### src/rtl/wb_pkg.sv
// Shared constants for the writeback/commit stage: opcode_info bit map,
// load funct3 encodings and the commit-record width helper.
package wb_pkg;

  localparam int OI_LOAD  = 11;
  localparam int OI_STORE = 10;
  localparam int OI_LINK  = 9;
  localparam int F3_MSB   = 2;
  localparam int F3_LSB   = 0;

  localparam logic [2:0] F3_LB  = 3'b000;
  localparam logic [2:0] F3_LH  = 3'b001;
  localparam logic [2:0] F3_LW  = 3'b010;
  localparam logic [2:0] F3_LD  = 3'b011;
  localparam logic [2:0] F3_LBU = 3'b100;
  localparam logic [2:0] F3_LHU = 3'b101;
  localparam logic [2:0] F3_LWU = 3'b110;

  // Commit record layout: {pc, rd[4:0], wen, wdata, commit_info}
  function automatic int cm_rec_w(input int xlen, input int ci_w);
    return 2 * xlen + 6 + ci_w;
  endfunction

  localparam int CM_REC_W = cm_rec_w(64, 161);

endpackage

### src/rtl/wb_commit_stage_commit_fifo.sv
// Synchronous commit-record FIFO with occupancy count and valid/ready on
// both sides; DEPTH must be a power of two so pointers wrap naturally.
module commit_fifo #(
  parameter int WIDTH = 8,
  parameter int DEPTH = 4
) (
  input  logic             clk,
  input  logic             rst_n,
  input  logic             push_valid,
  output logic             push_ready,
  input  logic [WIDTH-1:0] push_data,
  output logic             pop_valid,
  input  logic             pop_ready,
  output logic [WIDTH-1:0] pop_data
);

  localparam int PTR_W = $clog2(DEPTH);
  localparam int CNT_W = PTR_W + 1;

  logic [WIDTH-1:0] mem_r [DEPTH];
  logic [PTR_W-1:0] wr_ptr_r;
  logic [PTR_W-1:0] rd_ptr_r;
  logic [CNT_W-1:0] count_r;
  logic             push_s;
  logic             pop_s;

  assign push_ready = (count_r != CNT_W'(DEPTH));
  assign pop_valid  = (count_r != {CNT_W{1'b0}});
  assign push_s     = push_valid & push_ready;
  assign pop_s      = pop_valid & pop_ready;
  assign pop_data   = mem_r[rd_ptr_r];

  // Storage is cleared on reset so the head reads as zero while empty
  always_ff @(posedge clk or negedge rst_n) begin
    if (!rst_n) begin
      for (int i = 0; i < DEPTH; i++) begin
        mem_r[i] <= {WIDTH{1'b0}};
      end
    end else if (push_s) begin
      mem_r[wr_ptr_r] <= push_data;
    end
  end

  // Pointer and occupancy bookkeeping
  always_ff @(posedge clk or negedge rst_n) begin
    if (!rst_n) begin
      wr_ptr_r <= {PTR_W{1'b0}};
      rd_ptr_r <= {PTR_W{1'b0}};
      count_r  <= {CNT_W{1'b0}};
    end else begin
      if (push_s) wr_ptr_r <= wr_ptr_r + PTR_W'(1);
      if (pop_s)  rd_ptr_r <= rd_ptr_r + PTR_W'(1);
      case ({push_s, pop_s})
        2'b10:   count_r <= count_r + CNT_W'(1);
        2'b01:   count_r <= count_r - CNT_W'(1);
        default: count_r <= count_r;
      endcase
    end
  end

endmodule

### src/rtl/wb_commit_stage.sv
// Writeback/commit stage: forms the final writeback value, drives the RF
// write port, counts retirements and queues commit records for trace.
module wb_commit_stage
  import wb_pkg::*;
#(
  parameter int DEPTH = 4,
  parameter int XLEN  = 64,
  parameter int CI_W  = 161
) (
  input  logic            clk,
  input  logic            rst_n,
  input  logic            in_valid,
  output logic            in_ready,
  input  logic [4:0]      in_rd,
  input  logic            in_reg_wen,
  input  logic [XLEN-1:0] in_pc,
  input  logic [XLEN-1:0] in_memdata,
  input  logic [11:0]     in_opcode_info,
  input  logic [XLEN-1:0] in_alu_result,
  input  logic [CI_W-1:0] in_commit_info,
  output logic            rf_wen,
  output logic [4:0]      rf_waddr,
  output logic [XLEN-1:0] rf_wdata,
  output logic [63:0]     instret,
  output logic            cm_valid,
  input  logic            cm_ready,
  output logic [XLEN-1:0] cm_pc,
  output logic [4:0]      cm_rd,
  output logic            cm_wen,
  output logic [XLEN-1:0] cm_wdata,
  output logic [CI_W-1:0] cm_commit_info
);

  localparam int REC_W = cm_rec_w(XLEN, CI_W);

  logic             acc_s;
  logic             wen_masked_s;
  logic [XLEN-1:0]  link_s;
  logic [XLEN-1:0]  wdata_s;
  logic [REC_W-1:0] push_rec_s;
  logic [REC_W-1:0] head_rec_s;
  logic [63:0]      instret_r;
  logic             unused_oi_s;

  // Offset selects the byte lane; funct3 picks size and signedness
  function automatic logic [XLEN-1:0] load_extract(
    input logic [XLEN-1:0] mem,
    input logic [2:0]      off,
    input logic [2:0]      f3
  );
    logic [XLEN-1:0] sh;
    sh = mem >> {off, 3'b000};
    case (f3)
      F3_LB:   load_extract = {{(XLEN-8){sh[7]}}, sh[7:0]};
      F3_LH:   load_extract = {{(XLEN-16){sh[15]}}, sh[15:0]};
      F3_LW:   load_extract = {{(XLEN-32){sh[31]}}, sh[31:0]};
      F3_LD:   load_extract = sh;
      F3_LBU:  load_extract = {{(XLEN-8){1'b0}}, sh[7:0]};
      F3_LHU:  load_extract = {{(XLEN-16){1'b0}}, sh[15:0]};
      F3_LWU:  load_extract = {{(XLEN-32){1'b0}}, sh[31:0]};
      default: load_extract = {XLEN{1'b0}};
    endcase
  endfunction

  assign unused_oi_s  = ^{in_opcode_info[OI_STORE], in_opcode_info[8:3]};
  assign acc_s        = in_valid & in_ready;
  assign wen_masked_s = in_reg_wen & (in_rd != 5'd0);
  assign link_s       = in_pc + {{(XLEN-3){1'b0}}, 3'd4};

  // Final writeback value selection
  always_comb begin
    wdata_s = in_alu_result;
    if (in_opcode_info[OI_LOAD]) begin
      wdata_s = load_extract(in_memdata, in_alu_result[2:0], in_opcode_info[F3_MSB:F3_LSB]);
    end else if (in_opcode_info[OI_LINK]) begin
      wdata_s = link_s;
    end else begin
      wdata_s = in_alu_result;
    end
  end

  assign rf_wen   = acc_s & wen_masked_s;
  assign rf_waddr = in_rd;
  assign rf_wdata = wdata_s;

  // Retired-instruction counter, wraps naturally at 2^64
  always_ff @(posedge clk or negedge rst_n) begin
    if (!rst_n) begin
      instret_r <= 64'd0;
    end else if (acc_s) begin
      instret_r <= instret_r + 64'd1;
    end else begin
      instret_r <= instret_r;
    end
  end

  assign instret    = instret_r;
  assign push_rec_s = {in_pc, in_rd, wen_masked_s, wdata_s, in_commit_info};

  commit_fifo #(
    .WIDTH(REC_W),
    .DEPTH(DEPTH)
  ) u_fifo (
    .clk        (clk),
    .rst_n      (rst_n),
    .push_valid (in_valid),
    .push_ready (in_ready),
    .push_data  (push_rec_s),
    .pop_valid  (cm_valid),
    .pop_ready  (cm_ready),
    .pop_data   (head_rec_s)
  );

  assign {cm_pc, cm_rd, cm_wen, cm_wdata, cm_commit_info} = head_rec_s;

endmodule

### config.mk
export PLATFORM = sky130hd
export DESIGN_NAME = wb_commit_stage
export DESIGN_NICKNAME = d
export VERILOG_FILES = /design/src/rtl/wb_pkg.sv /design/src/rtl/wb_commit_stage_commit_fifo.sv /design/src/rtl/wb_commit_stage.sv
export SDC_FILE = /design/constraint.sdc
export NUM_CORES = 2
export LEC_CHECK = 0
export CORE_ASPECT_RATIO = 1.25
export CORE_MARGIN = 3
export CORE_UTILIZATION = 50
export DETAILED_ROUTE_END_ITERATION = 10
export PLACE_DENSITY = 0.77
export SKIP_CTS_REPAIR_TIMING = 1
export SLEW_MARGIN = 20
export SYNTH_ARGS = -nofsm -noshare
export SYNTH_HDL_FRONTEND = slang
export SYNTH_SLANG_ARGS = --single-unit
### constraint.sdc
create_clock -name clk -period 2.4 [get_ports clk]
set_input_delay 0.24 -clock clk [delete_from_list [all_inputs] [get_ports clk]]
set_output_delay 0.24 -clock clk [all_outputs]
set_load 0.05 [all_outputs]
==> run_results.csv <==
group,metric,value,unit
worst_setup_path,crit_required,2160,ps
route,vias,55387,
worst_setup_path,reg2reg_to,"instret[57]",
route,drc,0,
power,p_sw_share,44.3,%
finish,finalNetCount,7929,
worst_hold_path,hold_end,"u_fifo.mem_r[834]",
logic_synthesis,yosys-top-cells-count,"nand2_1 (2987), dfrtp_1 (1251), clkbuf_1 (348)",
global_routing,gr-usage-met1,44.6,%
sta,finalSetupViolCount,350,
logic_synthesis,synth_edf_count,0,
placement,place_area,0.0745,mm^2
flow_run,maxCapViolCount,0,
worst_setup_path,cp_max_fo,4,
finish,area.growth.synth_to_final,42.3,%
die,die_h,391,um
die,io_pins,806,
route,wirelength,239000,um
worst_hold_path,min_path_cells,5,
worst_setup_path,end_kind,"output port",
global_routing,grt_pass1_vias,53870,
finish,layout-drive-gt1-share,27.8,%
logic_synthesis,synthArstFlopShare,100,%
power,pwr-share-clk,16.8,%
power,p_int,70.0,mW
clock_network,numCtsBuffers,130,
route,drtPass1Iterations,6,
clock_network,path_clk_slew,60,ps
logic_synthesis,synth_top_area_cell,"dfrtp_1",
sta,slew_headroom,45.6,%
worst_setup_path,rr_startpoint,"instret[38]",
placement,dpl.hpwl,160000,um
logic_synthesis,synthTopCellsByArea,"dfrtp_1 (53%), nand2_1 (19%), mux4_2 (12%)",
finish,fin_area,0.0844,mm^2
sta,worst_pin_slew,817,ps
die,fp-row-count,140,
sta,fin_skew,21.9,ps
power,powerDensity,1490,mW/mm^2
worst_setup_path,cp-start-kind,"input port",
power,peakVddDrop,1840,uV
logic_synthesis,synth_top_area_share,52.7,%
clock_network,root_buffer,"clkbuf_16",
placement,place_ws,-1280,ps
power,switching_power,55.7,mW
global_routing,grt.busiest_layer,"met2",
sta,setup_ws,-584,ps
sta,hold_viol,0,
run_status,outcome,"finished, violations left",
route,routedWlPerCell,25.8,um
sta,fmax,335,MHz
logic_synthesis,synth.distinct_cells,76,
worst_setup_path,crit_type,"input port to output port",
global_routing,grt_pass1_wl,332000,um
sta,slew_viol_final,0,
power,p_leak,41.4,nW
clock_network,cts_max_level,4,
power,seq_power_share,28.3,%
worst_setup_path,r2r_slack,170,ps
logic_synthesis,yosysMostFrequentCell,"nand2_1",
sta,rsz0062_at_grt,"true",
placement,routabilityCongestion,1.01,
clock_network,clkLatencyLatePin,760,ps
global_routing,use_met2,57.4,%
worst_hold_path,worstHoldStart,"in_pc[13]",
clock_network,clkSinkCount,1251,
die,die_x,314,um
sta,whs,6.63,ps
route,drt_iter0_markers,6609,
clock_network,clk_path_buf_depth,3,
sta,finalSetupTns,-107960,ps
finish,register_area,0.0313,mm^2
route,postRouteAntennaNets,0,
placement,portBuffers,798,
die,initial_core_util,50.7,%
run_status,violations,"negative setup slack",
logic_synthesis,ys_ff_latch,1251,
logic_synthesis,ys.flop_type,"dfrtp_1",
worst_hold_path,hold_path_class,"input port to flip-flop",
die,core,0.117,mm^2
finish,nFillCells,7742,
global_routing,grtUsageTotal,36.0,%
sta,min_period,2980,ps
clock_network,cts_tree,"done",
finish,multiInputGateArea,0.0277,mm^2
finish,final_util,72.1,%
sta,period_share,124,%
logic_synthesis,ys_seq_area_share,52.7,%
logic_synthesis,syn_area_per_cell,9.60,um^2
logic_synthesis,yosys_warnings,0,
worst_setup_path,r2r_cells,6,
global_routing,grt_max_degree,88,
global_routing,antenna_found_initial,45,
global_routing,use_met3,8.43,%
logic_synthesis,netlist_area,0.0594,mm^2
logic_synthesis,syn_inst,6184,
die,die_area,0.123,mm^2
route,vias_per_cell,5.99,
power,combPwrFrac,54.9,%
logic_synthesis,synth_nets,6567,
worst_setup_path,arrival,2740,ps
global_routing,grt-ovfl-total,0,
==> worst max path at each step <==
stage / startpoint / endpoint / slack [ps] / cells after the start
global route: in_pc[10] / rf_wdata[36] / -570 / 11
finish: in_pc[10] / rf_wdata[36] / -580 / 11
CTS: in_pc[7] / rf_wdata[36] / -1330 / 11
detailed placement: in_pc[7] / rf_wdata[36] / -1280 / 11
global placement: in_pc[7] / rf_wdata[36] / -1230 / 11
floorplan: in_pc[20] / u_fifo.mem_r[1104] / -330 / 8
==> registers in the layout, indices dropped and copies added, names as in the netlist <==
register,cells
u_fifo.count_r,3
u_fifo.rd_ptr_r,2
u_fifo.mem_r,1180
instret,64
u_fifo.wr_ptr_r,2
==> final cells by class <==
class                      instances  area share, %
antenna                           38          0.113
sequential                      1251           37.1
clock inverter                    51          0.827
inverter                          67          0.378
tap                             1562           2.31
timing repair buffer            1680           22.0
clock buffer                     185           4.45
multi-input combinational       4416           32.9
==> layer usage <==
metal | wire length [um] | vias to the layer above | part of all wire [%]
li1 | - | 23242 | -
met1 | 83500 | 27639 | 35
met2 | 113000 | 3602 | 47
met3 | 23700 | 882 | 9.9
met4 | 18000 | 22 | 7.6
met5 | 150 | - | 0.063
==> cells by family after synthesis <==
family | count (synthesis) | share of synthesized area (%)
and+or+nand+nor | 3445 | 23.2
DFF | 1251 | 52.7
buffers and inverters | 517 | 3.43
muxes | 468 | 14.7
AOI/OAI and AO/OA | 413 | 4.52
xor gates and xnor gates | 82 | 1.21
adders and majority gates | 8 | 0.181
==> power groups by stage <==
stage,sequential [mW],combinational (mW),clock (mW)
finish,35.6,68.9,21.1
global route,36.3,72.0,22.2
CTS,35.2,60.8,21.3
detailed placement,35.4,60.3,0
global placement,34.7,59.1,0
floorplan,33.9,40.0,0
==> worst max-delay path, cell delays in order <==
cell,delay (ps)
buf_8,90
and4_4,270
buf_6,110
nand4_1,260
buf_6,240
nor4_4,310
mux2i_2,370
buf_4,190
o32a_1,260
clkinvlp_4,200
buf_12,180
==> cell usage in the layout, fill, tap and decap left out, drive strengths merged, types with 38 or more instances in the layout <==
master | synthesis | layout
mux2 | 102 | 102
nor2 | 131 | 131
clkdlybuf4s50 | 0 | 359
xnor2 | 55 | 55
a21oi | 49 | 49
mux2i | 53 | 53
o21ai | 192 | 192
nand2 | 2987 | 2987
diode | 0 | 38
dlygate4sd3 | 0 | 40
nand4 | 55 | 55
dfrtp | 1251 | 1251
mux4 | 313 | 313
clkbuf | 348 | 239
nor3 | 40 | 40
nand3 | 48 | 48
inv | 66 | 63
nor4 | 38 | 38
buf | 102 | 1194
==> through the flow <==
step	cells	total power [mW]
after CTS	9002	117
after detailed placement	8766	95.7
after floorplan	6184	73.8
final	9250	126
after global routing	9234	130
after global placement	8766	93.8
Note: power is estimated with default switching activity, not from simulation.
